--- config.mk ---
export PLATFORM = sky130hd
export DESIGN_NAME = memory_arbiter
export DESIGN_NICKNAME = d
export VERILOG_FILES = /design/src/rtl/memory_arbiter.sv
export SDC_FILE = /design/constraint.sdc
export NUM_CORES = 1
export LEC_CHECK = 0
export BUFFER_PORTS_ARGS = -buffer_cell sky130_fd_sc_hd__buf_2
export CORE_MARGIN = 4
export CORE_UTILIZATION = 41
export DETAILED_ROUTE_END_ITERATION = 10
export PLACE_DENSITY_LB_ADDON = 0.05
export SKIP_LAST_GASP = 1
export SYNTH_ARGS = -nofsm -noshare
export SYNTH_HDL_FRONTEND = slang
export SYNTH_SLANG_ARGS = --single-unit
--- constraint.sdc ---
create_clock -name clk -period 2.1 [get_ports clk]
set_input_delay 0.21 -clock clk [delete_from_list [all_inputs] [get_ports clk]]
set_output_delay 0.21 -clock clk [all_outputs]
set_load 0.005 [all_outputs]
--- src/rtl/memory_arbiter.sv ---
// memory_arbiter: two-port (instruction / data) arbiter in front of a
// single-port synchronous memory. Data port has priority; the instruction
// port is guaranteed a grant after STARVE_LIMIT consecutive contested data
// grants. Every transaction takes exactly two cycles: ISSUE then RESP.
//
// state   | meaning
// --------+-----------------------------------------------------------
// IDLE    | no transaction in flight, sampling requests
// ISSUE_I | instruction read command on mem_* bus
// ISSUE_D | data read/write command on mem_* bus
// RESP_I  | i_ack pulse, read data returned, sampling next requests
// RESP_D  | d_ack pulse, read data returned, sampling next requests
module memory_arbiter #(
  parameter int BIT_WIDTH    = 32,
  parameter int DEPTH        = 128,
  parameter int STARVE_LIMIT = 2
) (
  input  logic                 clk,
  input  logic                 reset,
  input  logic                 i_req,
  input  logic [BIT_WIDTH-1:0] i_addr,
  output logic                 i_ack,
  output logic                 i_err,
  output logic [BIT_WIDTH-1:0] i_rdata,
  input  logic                 d_req,
  input  logic                 d_we,
  input  logic [BIT_WIDTH-1:0] d_addr,
  input  logic [BIT_WIDTH-1:0] d_wdata,
  output logic                 d_ack,
  output logic                 d_err,
  output logic [BIT_WIDTH-1:0] d_rdata,
  output logic                 mem_en,
  output logic                 mem_we,
  output logic [BIT_WIDTH-1:0] mem_addr,
  output logic [BIT_WIDTH-1:0] mem_wdata,
  input  logic [BIT_WIDTH-1:0] mem_rdata
);

  localparam int STREAK_W = (STARVE_LIMIT < 3) ? 2 : $clog2(STARVE_LIMIT + 1);

  typedef enum logic [2:0] {
    IDLE    = 3'd0,
    ISSUE_I = 3'd1,
    ISSUE_D = 3'd2,
    RESP_I  = 3'd3,
    RESP_D  = 3'd4
  } state_t;

  state_t                r_state;
  state_t                w_next;
  logic [STREAK_W-1:0]   r_streak;
  logic [BIT_WIDTH-1:0]  r_addr;
  logic                  r_we;
  logic [BIT_WIDTH-1:0]  r_wdata;
  logic                  w_in_range;
  logic                  w_take_i;
  logic                  w_take_d;

  // Extra top bit keeps the compare unsigned and full-width even when DEPTH
  // does not fit in BIT_WIDTH bits.
  assign w_in_range = ({1'b0, r_addr} < (BIT_WIDTH + 1)'(DEPTH));

  // State register
  always_ff @(posedge clk) begin
    if (reset) r_state <= IDLE;
    else       r_state <= w_next;
  end

  // Next-state, arbitration and output decode
  always_comb begin
    w_next    = r_state;
    w_take_i  = 1'b0;
    w_take_d  = 1'b0;
    i_ack     = 1'b0;
    i_err     = 1'b0;
    i_rdata   = '0;
    d_ack     = 1'b0;
    d_err     = 1'b0;
    d_rdata   = '0;
    mem_en    = 1'b0;
    mem_we    = 1'b0;
    mem_addr  = '0;
    mem_wdata = '0;
    case (r_state)
      ISSUE_I: begin
        mem_en   = w_in_range;
        mem_addr = r_addr;
        w_next   = RESP_I;
      end
      ISSUE_D: begin
        mem_en    = w_in_range;
        mem_we    = r_we;
        mem_addr  = r_addr;
        mem_wdata = r_wdata;
        w_next    = RESP_D;
      end
      default: begin
        if (r_state == RESP_I) begin
          i_ack   = 1'b1;
          i_err   = ~w_in_range;
          i_rdata = w_in_range ? mem_rdata : '0;
        end
        if (r_state == RESP_D) begin
          d_ack   = 1'b1;
          d_err   = ~w_in_range;
          d_rdata = (w_in_range && !r_we) ? mem_rdata : '0;
        end
        w_take_d = d_req && !(i_req && (r_streak == STREAK_W'(STARVE_LIMIT)));
        w_take_i = i_req && !w_take_d;
        if (w_take_d)      w_next = ISSUE_D;
        else if (w_take_i) w_next = ISSUE_I;
        else               w_next = IDLE;
      end
    endcase
  end

  // Latch the winner's command and track the contested data-grant streak
  always_ff @(posedge clk) begin
    if (reset) begin
      r_streak <= '0;
      r_addr   <= '0;
      r_we     <= 1'b0;
      r_wdata  <= '0;
    end else if (w_take_d) begin
      r_streak <= i_req ? r_streak + 1'b1 : '0;
      r_addr   <= d_addr;
      r_we     <= d_we;
      r_wdata  <= d_wdata;
    end else if (w_take_i) begin
      r_streak <= '0;
      r_addr   <= i_addr;
      r_we     <= 1'b0;
      r_wdata  <= '0;
    end
  end

endmodule

* Word level (Yosys, flattened, before mapping)
Index checks and enable logic that the tools add are counted.
Word-level totals: register bits 70, input bits 133, output and inout bits 134
Operators by class: $add $sub $neg 1, order comparisons 1, equality and inequality tests 5, muxes and demuxes 32, bitwise operators 1, reductions and logical operators 9
Operator list (number):
- two-way mux 32 bit | 12
- < comparator 32 x 8 -> 1 bit, second input constant | 1
- two-way mux 1 bit | 15
- two-way mux 2 bit | 4
- == test 3 x 2 -> 1 bit, second input constant | 2
- one-hot mux 3 bit (2 select lines) | 1
- logical AND 1 bit | 4
- == test 3 x 1 -> 1 bit, second input constant | 1
- == test 3 bit, second input constant | 1
- logical NOT 1 bit | 3
- adder 2 x 1 -> 2 bit, second input constant | 1
- == test 2 bit, second input constant | 1
- nonzero test 2 bit | 1
- OR reduction 2 bit | 1
- NOT 1 bit | 1

* Logic depth before layout (Yosys ltp)
Gate-level depths: netlist of the first run.
word-level depth 9, gate-level depth with buffers 8, mapped depth without buffers 6

* Worst setup path before layout of the first run
Ideal clock, no wire load.
path kind register to output, start register r_addr[7], end output port d_rdata[24], data arrival time 1.436 ns, data required time 1.890 ns, setup slack 0.454 ns, stages on the path, launching flop included 7, cell sequence dfxtp_1 -> nor4_1 -> nand4_1 -> nor2_1 -> clkbuf_1 -> clkbuf_2 -> and3_1
On the way: longest elaborated chain between the ends 5
Ends and longest elaborated chain:
- start: declaration | line 52 | logic [BIT_WIDTH-1:0] r_addr;
- start signal: assignment | line 126 | r_addr <= d_addr;
- start signal: assignment | line 131 | r_addr <= i_addr;
- < comparator 32 x 8 -> 1 bit | line 61 | assign w_in_range = ({1'b0, r_addr} < (BIT_WIDTH + 1)'(DEPTH));
- logical AND 1 bit | line 106 | d_rdata = (w_in_range && !r_we) ? mem_rdata : '0;
- two-way mux 32 bit | line 106
- two-way mux 32 bit | line 103 | if (r_state == RESP_D) begin
- two-way mux 32 bit | line 84 | case (r_state)
- end: declaration | line 31 | output logic [BIT_WIDTH-1:0] d_rdata,
No other way between the ends.

* Worst setup path after layout of the first run
start register r_addr[17], end output port i_rdata[6]
On the way: longest elaborated chain between the ends 4
Ends and longest elaborated chain:
- < comparator 32 x 8 -> 1 bit | line 61
- two-way mux 32 bit | line 101 | i_rdata = w_in_range ? mem_rdata : '0;
- two-way mux 32 bit | line 98 | if (r_state == RESP_I) begin
- two-way mux 32 bit | line 84
- end: declaration | line 24 | output logic [BIT_WIDTH-1:0] i_rdata,
No other way between the ends.

==> flow_summary.yaml, run 1 <==
grt:
  grt_util_met1_pct: 24.4
  grt_pass1_wl_um: 18700
  grt_start_max_net_pins: 71
  grt_overflow_total: 0
  grt.busiest_layer: "met2"
  global_route.usage.met3_pct: 4.94
  antenna_violations_before_repair: 2
  track_usage_pct: 22.2
  grtUsageMet2_pct: 40.8
  vias_in_the_first_global_route: 3947
timing:
  setup_repair_after_global_routing_missed_its_margin: "yes"
  setup_total_negative_slack_ns: -0.00980
  tightestPinTransition_ns: 0.503
  finalMaxSlewViolations: 0
  timing.slew.headroom_pct: 66.4
  achievable-frequency_mhz: 474
  final_count_of_negative_setup_slack_endpoints: 1
  layout_worst_path_cycle_share_pct: 100
  final.setup.worst_slack_ns: -0.00980
  timing_hold_violations_final: 0
  final.setup_skew_ns: 0.00674
  post-route-min-period_ns: 2.11
final_layout:
  area_growth_syn_to_layout_pct: 50.1
  multi_input_area_um2: 2130
  finalCoreUtilization_pct: 63.3
  seq_area_um2: 1410
  instances_no_fill: 820
  design.final.nets: 839
  fillerInstances: 820
  layout_cell_share_with_drive_strength_beyond_1_pct: 46.1
setup_path:
  critical_path_arrival_ns: 1.90
  critPathCaptureType: "primary output"
  critPathMaxFanout: 16
  r2r_setup_slack_ns: 0.27
  worst-r2r-cell-count: 6
  worst-setup-path-type: "flop to primary output"
  cp-start-kind: "flop"
  worstReg2RegEnd: "r_addr[30]"
  critical_path_required_ns: 1.89
  timing.critical_path.from: "r_addr[17]"
  timing.rr.start: "r_state[1]"
synthesis:
  yosys_warnings: 0
  prevailing_post_synth_register_cell: "sky130_fd_sc_hd__dfxtp_1"
  synth-async-reset-ratio_pct: 0
  synth.net_count: 587
  post_synthesis_cells: 453
  synth_edf_count: 0
  synth-seq-cells: 70
  yosysUniqueCellTypes: 34
  synthesis.area_um2: 3700
  synth-seq-area-share_pct: 37.9
  synth.avg_cell_area_um2: 8.16
detailed_routing:
  wl_um: 13800
  detail-route-antenna-nets: 0
  drt_pass1_iterations: 5
  initialDrtViolationCount: 268
  drt-vias-per-instance: 5.40
  remaining_drc_errors: 0
  vias: 4427
  wire_per_inst_um: 16.8
power_and_ir_drop:
  pwr_density_cell_nw_per_um2: 666
  design_power_total_mw: 3.70
  p_int_mw: 2.59
  power.ir.vdd_worst_mv: 0.355
  comb_power_share_pct: 24.4
  p_clk_share_pct: 33.4
  p_switching_mw: 1.11
  seqPwrFrac_pct: 42.1
  switching_share_pct: 30.0
  p_leak_nw: 3.22
floorplan:
  core_um2: 8760
  pin_count: 267
  dieArea_um2: 10600
  fp.dieW_um: 103
  die_h_um: 103
  row_count: 34
  floorplan.initialDensity_pct: 42.2
status:
  status: "finished with violations"
  violated_checks: "negative setup slack"
clocking:
  clk_path_buf_depth: 2
  cts-buffers-inserted: 9
  worst_skew_pair.late_latency_ns: 0.34
  tritoncts: "yes"
  cts.hold.buffers_added: 0
  h-tree-depth: 3
  numClockSinks: 70
  clk_pin_slew_ns: 0.08
  cell_at_the_root_of_the_clock_tree: "sky130_fd_sc_hd__clkbuf_8"
min_path:
  hold_path_depth: 3
  hold_end: "r_wdata[18]"
  worstHoldStart: "d_wdata[18]"
  timing.hold.worst.class: "input pin to flop"
run:
  cap_violations: 0
place:
  place_inst: 793
  post-dp-hpwl_um: 9810
  dp_worst_setup_slack_ns: 0.306
  gp_routability_congestion: 0.773
  io_buffer_count: 266
## cell type report
cell class / count / share of cell area, %
Timing Repair Buffer: 290 / 29.2
Antenna cell: 2 / 0.0902
Inverter: 6 / 0.406
Sequential cell: 70 / 25.4
Tap cell: 108 / 2.43
Clock buffer: 10 / 2.48
Clock inverter: 6 / 1.67
Multi-Input combinational cell: 328 / 38.3
## per-stage QoR
stage / instance area, um^2 / hold slack [ns]
floorplan: 3700 / 0.358
global placement: 5100 / 0.444
detailed placement: 5100 / 0.454
CTS: 5340 / 0.0824
global route: 5550 / 0.0948
finish: 5550 / 0.102
## registers in the layout (all words and copies together) (netlist names)
name,flops
r_addr,32
r_wdata,32
r_state,3
r_streak,2
r_we,1
## metal layers
| metal | share of wire [%] | up-vias |
|---|---|---|
| met5 | 0 | - |
| met4 | 2.5 | 0 |
| met3 | 8.2 | 29 |
| met2 | 54 | 188 |
| met1 | 36 | 2059 |
| li1 | - | 2151 |
## critical path: stages, from the launching register on
cell and delay, ns:
sky130_fd_sc_hd__dfxtp_2 0.34, sky130_fd_sc_hd__nor4_2 0.29, sky130_fd_sc_hd__nand4_1 0.18, sky130_fd_sc_hd__nor2_4 0.18
sky130_fd_sc_hd__buf_12 0.15, sky130_fd_sc_hd__buf_8 0.14, sky130_fd_sc_hd__and3_1 0.16, sky130_fd_sc_hd__buf_2 0.11
## cells in the mapped netlist (2+ instances only)
master	n	share of area, %
sky130_fd_sc_hd__a21bo_1	2	0.54
sky130_fd_sc_hd__a21oi_1	3	0.41
sky130_fd_sc_hd__a222oi_1	18	4.9
sky130_fd_sc_hd__a22oi_1	33	6.7
sky130_fd_sc_hd__and2_1	34	5.8
sky130_fd_sc_hd__and3_1	96	16
sky130_fd_sc_hd__buf_2	6	0.81
sky130_fd_sc_hd__buf_4	4	0.81
sky130_fd_sc_hd__buf_6	2	0.61
sky130_fd_sc_hd__clkbuf_1	33	3.3
sky130_fd_sc_hd__clkbuf_2	3	0.41
sky130_fd_sc_hd__dfxtp_1	70	38
sky130_fd_sc_hd__inv_1	6	0.61
sky130_fd_sc_hd__nand2_1	2	0.20
sky130_fd_sc_hd__nor2_1	71	7.2
sky130_fd_sc_hd__nor2b_1	17	2.9
sky130_fd_sc_hd__nor3_1	16	2.2
sky130_fd_sc_hd__nor4_1	6	1.0
sky130_fd_sc_hd__o21ai_0	2	0.27
sky130_fd_sc_hd__o32ai_1	14	3.3
sky130_fd_sc_hd__or3_1	2	0.34
## kinds of logic after synthesis
logic type,count (synthesis),synth area share (%)
compound gates,77,17.6
fa+ha+maj,1,0.338
buf+inv,55,6.80
simple gates,249,36.7
flops,70,37.9
xor+xnor,1,0.744
## power by group through the flow
stage	Sequential (mW)	Combinational [mW]	Clock, mW
finish	1.56	0.903	1.24
global route	1.58	1.00	1.33
CTS	1.54	0.866	1.27
detailed placement	1.57	0.857	0
global placement	1.57	0.845	0
floorplan	1.54	0.543	0
## worst max path at each step
stage                  endpoint  slack [ns]  cells after the start
global placement     r_addr[17]        0.34                      5
CTS                  i_rdata[3]       0.006                      5
finish               i_rdata[6]       -0.01                      7
floorplan           d_rdata[24]        0.45                      6
detailed placement  r_wdata[22]        0.31                      7
global route         i_rdata[6]       -0.09                      7
## what timing repair did
action | in CTS | in global routing
pin swaps | 0 | 6
buffers inserted | 1 | 1
gates resized for setup | 0 | 22
endpoints found under the setup margin | 11 | 67
cloned | 0 | 7
## placed cells by master, fill, tap and decap left out, types with 6 or more instances in the layout
cell type                  instances
sky130_fd_sc_hd__a222oi_1         18
sky130_fd_sc_hd__a22oi_1          33
sky130_fd_sc_hd__and2_1           34
sky130_fd_sc_hd__and3_1           96
sky130_fd_sc_hd__buf_2           266
sky130_fd_sc_hd__buf_4            12
sky130_fd_sc_hd__clkbuf_8         10
sky130_fd_sc_hd__dfxtp_1          64
sky130_fd_sc_hd__dfxtp_2           6
sky130_fd_sc_hd__inv_1             6
sky130_fd_sc_hd__nor2_1           69
sky130_fd_sc_hd__nor2b_1          17
sky130_fd_sc_hd__nor3_1           15
sky130_fd_sc_hd__o32ai_1          14
Power figures use the tool's default switching activity.
==> inputs of run 2 (changes only) <==
CORE_AREA = 4 4 103 105   (was default)
CORE_MARGIN = default   (was 4)
CORE_UTILIZATION = default   (was 41)
DIE_AREA = 0 0 107 109   (was default)
clock period = 2.5 ns   (was 2.1 ns; I/O delays follow)
==> run 2 against run 1 <==
Against the previous run: the flow now finishes without violations; clock power decreased by 29%; combinational power decreased by 22%; count of clock-buffer cells in the layout unchanged; critical path type unchanged; flip-flop and latch count unchanged; global-route usage increased by 0.099 points; routed wire length decreased by 2.8%; largest cell class unchanged; utilization decreased by 8.6 points; clock skew about the same; first-iteration DRC count increased by 43%.
==> flow_summary.yaml, run 2 (same netlist as run 1, synthesis figures left out) <==
timing:
  timing.slew.headroom_pct: 25.1
  tightestPinTransition_ns: 1.12
  finalMaxSlewViolations: 0
  timing_hold_violations_final: 0
  final_count_of_negative_setup_slack_endpoints: 0
  post-route-min-period_ns: 2.31
  final.setup_skew_ns: 0.00701
  final.setup.worst_slack_ns: 0.187
  achievable-frequency_mhz: 432
  setup_repair_after_global_routing_missed_its_margin: "no"
  setup_total_negative_slack_ns: 0
  layout_worst_path_cycle_share_pct: 92.5
setup_path:
  worstReg2RegEnd: "r_wdata[10]"
  critical_path_required_ns: 2.25
  cp-start-kind: "flop"
  critPathMaxFanout: 67
  r2r_setup_slack_ns: 0.36
  worst_path_largest_cell_delay_ns: 0.40
  cpMaxStageDelayCell: "sky130_fd_sc_hd__buf_4"
  critical_path_arrival_ns: 2.06
  timing.rr.start: "r_streak[0]"
  worst-r2r-cell-count: 7
  critPathCaptureType: "primary output"
  worst-setup-path-type: "flop to primary output"
  critical_path.cell_chain: "nor4_1 > nand3_1 > nor2_2 > buf_4 > and3_1 > buf_2"
detailed_routing:
  met2RoutedLength_um: 6880
  detailroute.wirelength.met3_um: 1040
  detail-route-antenna-nets: 0
  remaining_drc_errors: 0
  wl_um: 13400
  initialDrtViolationCount: 382
  top_layer_used: "met5"
  wl_met1_um: 5260
  wire_per_inst_um: 16.1
  drt_pass1_iterations: 6
  vias: 4308
  drt-vias-per-instance: 5.17
floorplan:
  floorplan.initialDensity_pct: 38.4
  pin_count: 267
  die_h_um: 109
  fp.dieW_um: 107
  dieArea_um2: 11700
  core_um2: 9640
  row_count: 36
clocking:
  cts_setup_buffers: 0
  clk_pin_slew_ns: 0.07
  cts.hold.buffers_added: 0
  numClockSinks: 70
  h-tree-depth: 3
  cts-buffers-inserted: 9
  clk_path_buf_depth: 2
  worst_skew_pair.late_latency_ns: 0.34
  cts_repair_resize_count: 0
  cell_at_the_root_of_the_clock_tree: "sky130_fd_sc_hd__clkbuf_8"
  tritoncts: "yes"
power_and_ir_drop:
  p_int_mw: 1.99
  p_switching_uw: 887
  pwr_density_cell_nw_per_um2: 546
  switching_share_pct: 30.8
  design_power_total_mw: 2.88
  comb_power_share_pct: 24.5
  p_clk_share_pct: 30.6
  power.ir.vdd_worst_mv: 0.296
  p_leak_nw: 3.09
  seqPwrFrac_pct: 45.0
grt:
  antenna_violations_before_repair: 1
  grt_start_max_net_pins: 68
  track_usage_pct: 22.3
  grt_overflow_total: 0
  grt_pass1_wl_um: 20700
  vias_in_the_first_global_route: 4183
final_layout:
  layout_cell_share_with_drive_strength_beyond_1_pct: 43.3
  largestRegisters: "r_addr: 32 flops, r_wdata: 32 flops, r_state: 3 flops"
  final_common_cell: "sky130_fd_sc_hd__buf_2"
  layout_common_cells: "sky130_fd_sc_hd__buf_2, sky130_fd_sc_hd__and3_1, sky130_fd_sc_hd__nor2_1, sky130_fd_sc_hd__dfxtp_1, sky130_fd_sc_hd__and2_1"
  area_growth_syn_to_layout_pct: 42.7
  antenna-diode-count: 0
  design.final.nets: 829
min_path:
  timing.hold.worst.class: "input pin to flop"
  hold_path_depth: 3
  hold_end: "r_wdata[20]"
  worstHoldStart: "d_wdata[20]"
place:
  dp_worst_setup_slack_ns: 0.382
  gp_routability_congestion: 0.820
  io_buffer_count: 266
  post-dp-hpwl_um: 10200
status:
  status: "finished clean"
run:
  cap_violations: 0
## run 2: area by class of cell
cell class,count,area [um^2]
Fill cell,998,4360
Timing Repair Buffer,280,1440
Tap cell,133,166
Sequential cell,70,1400
Inverter,6,22.5
Clock buffer,10,128
Multi-Input combinational cell,328,2060
Clock inverter,6,62.6
## run 2: through the flow
| stage | hold WS, ns | utilization (%) | area [um^2] | instances |
|---|---|---|---|---|
| finish | 0.139 | 54.8 | 5280 | 833 |
| detailed placement | 0.470 | 52.8 | 5090 | 817 |
| global route | 0.125 | 54.8 | 5280 | 833 |
| global placement | 0.456 | 52.8 | 5090 | 817 |
| CTS | 0.120 | 54.8 | 5280 | 833 |
| floorplan | 0.398 | - | 3700 | 453 |
## run 2: worst max path at each step
| stage | from | end | slack [ns] |
|---|---|---|---|
| 5_1_grt | r_addr[26] | d_rdata[18] | 0.02 |
| 6_report | r_addr[26] | d_rdata[25] | 0.19 |
| 3_3_place_gp | r_streak[0] | r_wdata[22] | 0.44 |
| 4_1_cts | r_addr[26] | d_rdata[25] | 0.18 |
| 3_5_place_dp | r_streak[0] | r_wdata[7] | 0.38 |
| 2_1_floorplan | r_addr[7] | d_rdata[24] | 0.81 |
## run 2: power groups by stage
| stage | registers [mW] | logic [mW] | clock network [mW] |
|---|---|---|---|
| 5_1_grt | 1.31 | 0.792 | 0.960 |
| 3_3_place_gp | 1.32 | 0.692 | 0 |
| 2_1_floorplan | 1.30 | 0.456 | 0 |
| 4_1_cts | 1.29 | 0.713 | 0.909 |
| 6_report | 1.30 | 0.704 | 0.880 |
| 3_5_place_dp | 1.32 | 0.711 | 0 |
## run 2: routing by layer
layer  track usage, %  up-vias
li1                 -     2125
met1             25.7     1974
met2             40.6      189
met3             5.33       18
met4             7.40        2
met5                0        -
## run 2: critical path: cells and delay by family, from the launching register on
kind / cells / cell delay (ns)
buffers and inverters: 2 / 0.53
flip-flops: 1 / 0.33
AND/OR/NAND/NOR: 4 / 0.85
==> inputs of run 3 (changes only) <==
CORE_AREA = 4 4 101 103   (was 4 4 103 105)
CTS_BUF_LIST = sky130_fd_sc_hd__clkbuf_8   (was default)
DIE_AREA = 0 0 105 107   (was 0 0 107 109)
==> run 3 against run 2 <==
Against the previous run: routed wire length decreased by 2.1%; cell count decreased by 2.5%; sequential power about the same; clock skew increased by 0.0038 ns; maximum frequency decreased by 0.84%; utilization increased by 2.4 points; sequential share of layout area increased by 0.11 points.
==> flow_summary.yaml, run 3 (same netlist as run 1, synthesis figures left out) <==
detailed_routing:
  initialDrtViolationCount: 339
  vias: 4292
  wl_met1_um: 5320
  detail-route-antenna-nets: 0
  drt_pass1_iterations: 7
  wl_um: 13100
  top_layer_used: "met4"
  drt-vias-per-instance: 5.29
  remaining_drc_errors: 0
  detailroute.wirelength.met3_um: 905
  met2RoutedLength_um: 6670
  wire_per_inst_um: 16.2
setup_path:
  critical_path.cell_chain: "nor4_1 > nand4_1 > nor2_2 > buf_4 > and3_1 > buf_2"
  critical_path_required_ns: 2.25
  cp-start-kind: "flop"
  worstReg2RegEnd: "r_wdata[21]"
  timing.rr.start: "r_streak[0]"
  worst-setup-path-type: "flop to primary output"
  critical_path_arrival_ns: 2.08
  cpMaxStageDelayCell: "sky130_fd_sc_hd__buf_4"
  worst-r2r-cell-count: 7
  critPathMaxFanout: 67
  worst_path_largest_cell_delay_ns: 0.39
  critPathCaptureType: "primary output"
  r2r_setup_slack_ns: 0.41
floorplan:
  pin_count: 267
  core_um2: 9200
  row_count: 35
  fp.dieW_um: 105
  dieArea_um2: 11200
  die_h_um: 107
  floorplan.initialDensity_pct: 40.2
grt:
  grt_pass1_wl_um: 19600
  track_usage_pct: 21.3
  grt_overflow_total: 0
  antenna_violations_before_repair: 3
  vias_in_the_first_global_route: 3953
  grt_start_max_net_pins: 71
final_layout:
  largestRegisters: "r_addr: 32 flops, r_wdata: 32 flops, r_state: 3 flops"
  final_common_cell: "sky130_fd_sc_hd__buf_2"
  finalCoreUtilization_pct: 57.1
  design.final.nets: 827
  layout_cell_share_with_drive_strength_beyond_1_pct: 43.0
  layout_common_cells: "sky130_fd_sc_hd__buf_2, sky130_fd_sc_hd__and3_1, sky130_fd_sc_hd__nor2_1, sky130_fd_sc_hd__dfxtp_1, sky130_fd_sc_hd__and2_1"
  area_growth_syn_to_layout_pct: 42.1
power_and_ir_drop:
  p_int_mw: 1.99
  seqPwrFrac_pct: 45.0
  design_power_total_mw: 2.88
  switching_share_pct: 30.8
  p_leak_nw: 3.10
  p_switching_uw: 889
  pwr_density_cell_nw_per_um2: 548
  comb_power_share_pct: 24.4
  p_clk_share_pct: 30.6
  power.ir.vdd_worst_mv: 0.306
timing:
  finalMaxSlewViolations: 0
  setup_repair_after_global_routing_missed_its_margin: "no"
  achievable-frequency_mhz: 429
  layout_worst_path_cycle_share_pct: 93.3
  post-route-min-period_ns: 2.33
  final.setup.worst_slack_ns: 0.167
  setup_total_negative_slack_ns: 0
  timing.slew.headroom_pct: 25.6
  final.setup_skew_ns: 0.0108
  tightestPinTransition_ns: 1.11
  timing_hold_violations_final: 0
  final_count_of_negative_setup_slack_endpoints: 0
clocking:
  worst_skew_pair.late_latency_ns: 0.34
  clk_pin_slew_ns: 0.08
  cts_repair_resize_count: 0
  cell_at_the_root_of_the_clock_tree: "sky130_fd_sc_hd__clkbuf_8"
  clk_path_buf_depth: 2
  numClockSinks: 70
  cts-buffers-inserted: 9
  h-tree-depth: 3
  cts.hold.buffers_added: 0
  tritoncts: "yes"
  cts_setup_buffers: 0
run:
  cap_violations: 0
status:
  status: "finished clean"
place:
  gp_routability_congestion: 0.868
  post-dp-hpwl_um: 9900
  dp_worst_setup_slack_ns: 0.397
  io_buffer_count: 266
min_path:
  worstHoldStart: "d_wdata[23]"
  timing.hold.worst.class: "input pin to flop"
  hold_end: "r_wdata[23]"
  hold_path_depth: 3
run 3: layer usage:
layer / GRT usage (%) / up-vias
li1: - / 2120
met1: 24.7 / 1962
met4: 9.18 / 0
met2: 38.2 / 191
met5: 0 / -
met3: 4.09 / 19
run 3: critical path, delay by kind of cell (launching register included):
kind / cells / cell delay, ns
buf+inv: 2 / 0.52
simple gates: 4 / 0.86
flops: 1 / 0.34
run 3: worst max path at each step:
stage                     depth (start not counted)           to   startpoint
final                                             6  i_rdata[31]    r_addr[7]
after floorplan                                   6  d_rdata[24]    r_addr[7]
after detailed placement                          7  r_wdata[21]  r_streak[0]
after global routing                              6  i_rdata[31]    r_addr[7]
after CTS                                         6  i_rdata[31]   r_addr[26]
after global placement                            7  r_wdata[22]  r_streak[0]
run 3: final cells by class:
class,count,area (um^2)
diodes,3,7.51
well taps,111,139
repair buffers,278,1430
multi-input cells,328,2060
clock inverters,7,66.3
fillers,897,3940
inverters,6,22.5
clock buffers,9,124
flip-flops and latches,70,1400
run 3: power groups by stage:
stage,Sequential (mW),Clock (mW),Combinational [mW]
final,1.30,0.882,0.704
after global routing,1.31,0.947,0.784
after CTS,1.30,0.909,0.713
after detailed placement,1.32,0,0.710
after global placement,1.32,0,0.697
after floorplan,1.30,0,0.456
run 3: stage by stage:
stage / area, um^2 / std cells / hold WS (ns)
global route: 5260 / 812 / 0.146
global placement: 5060 / 793 / 0.451
CTS: 5250 / 809 / 0.126
finish: 5260 / 812 / 0.144
floorplan: 3700 / 453 / 0.398
detailed placement: 5060 / 793 / 0.460
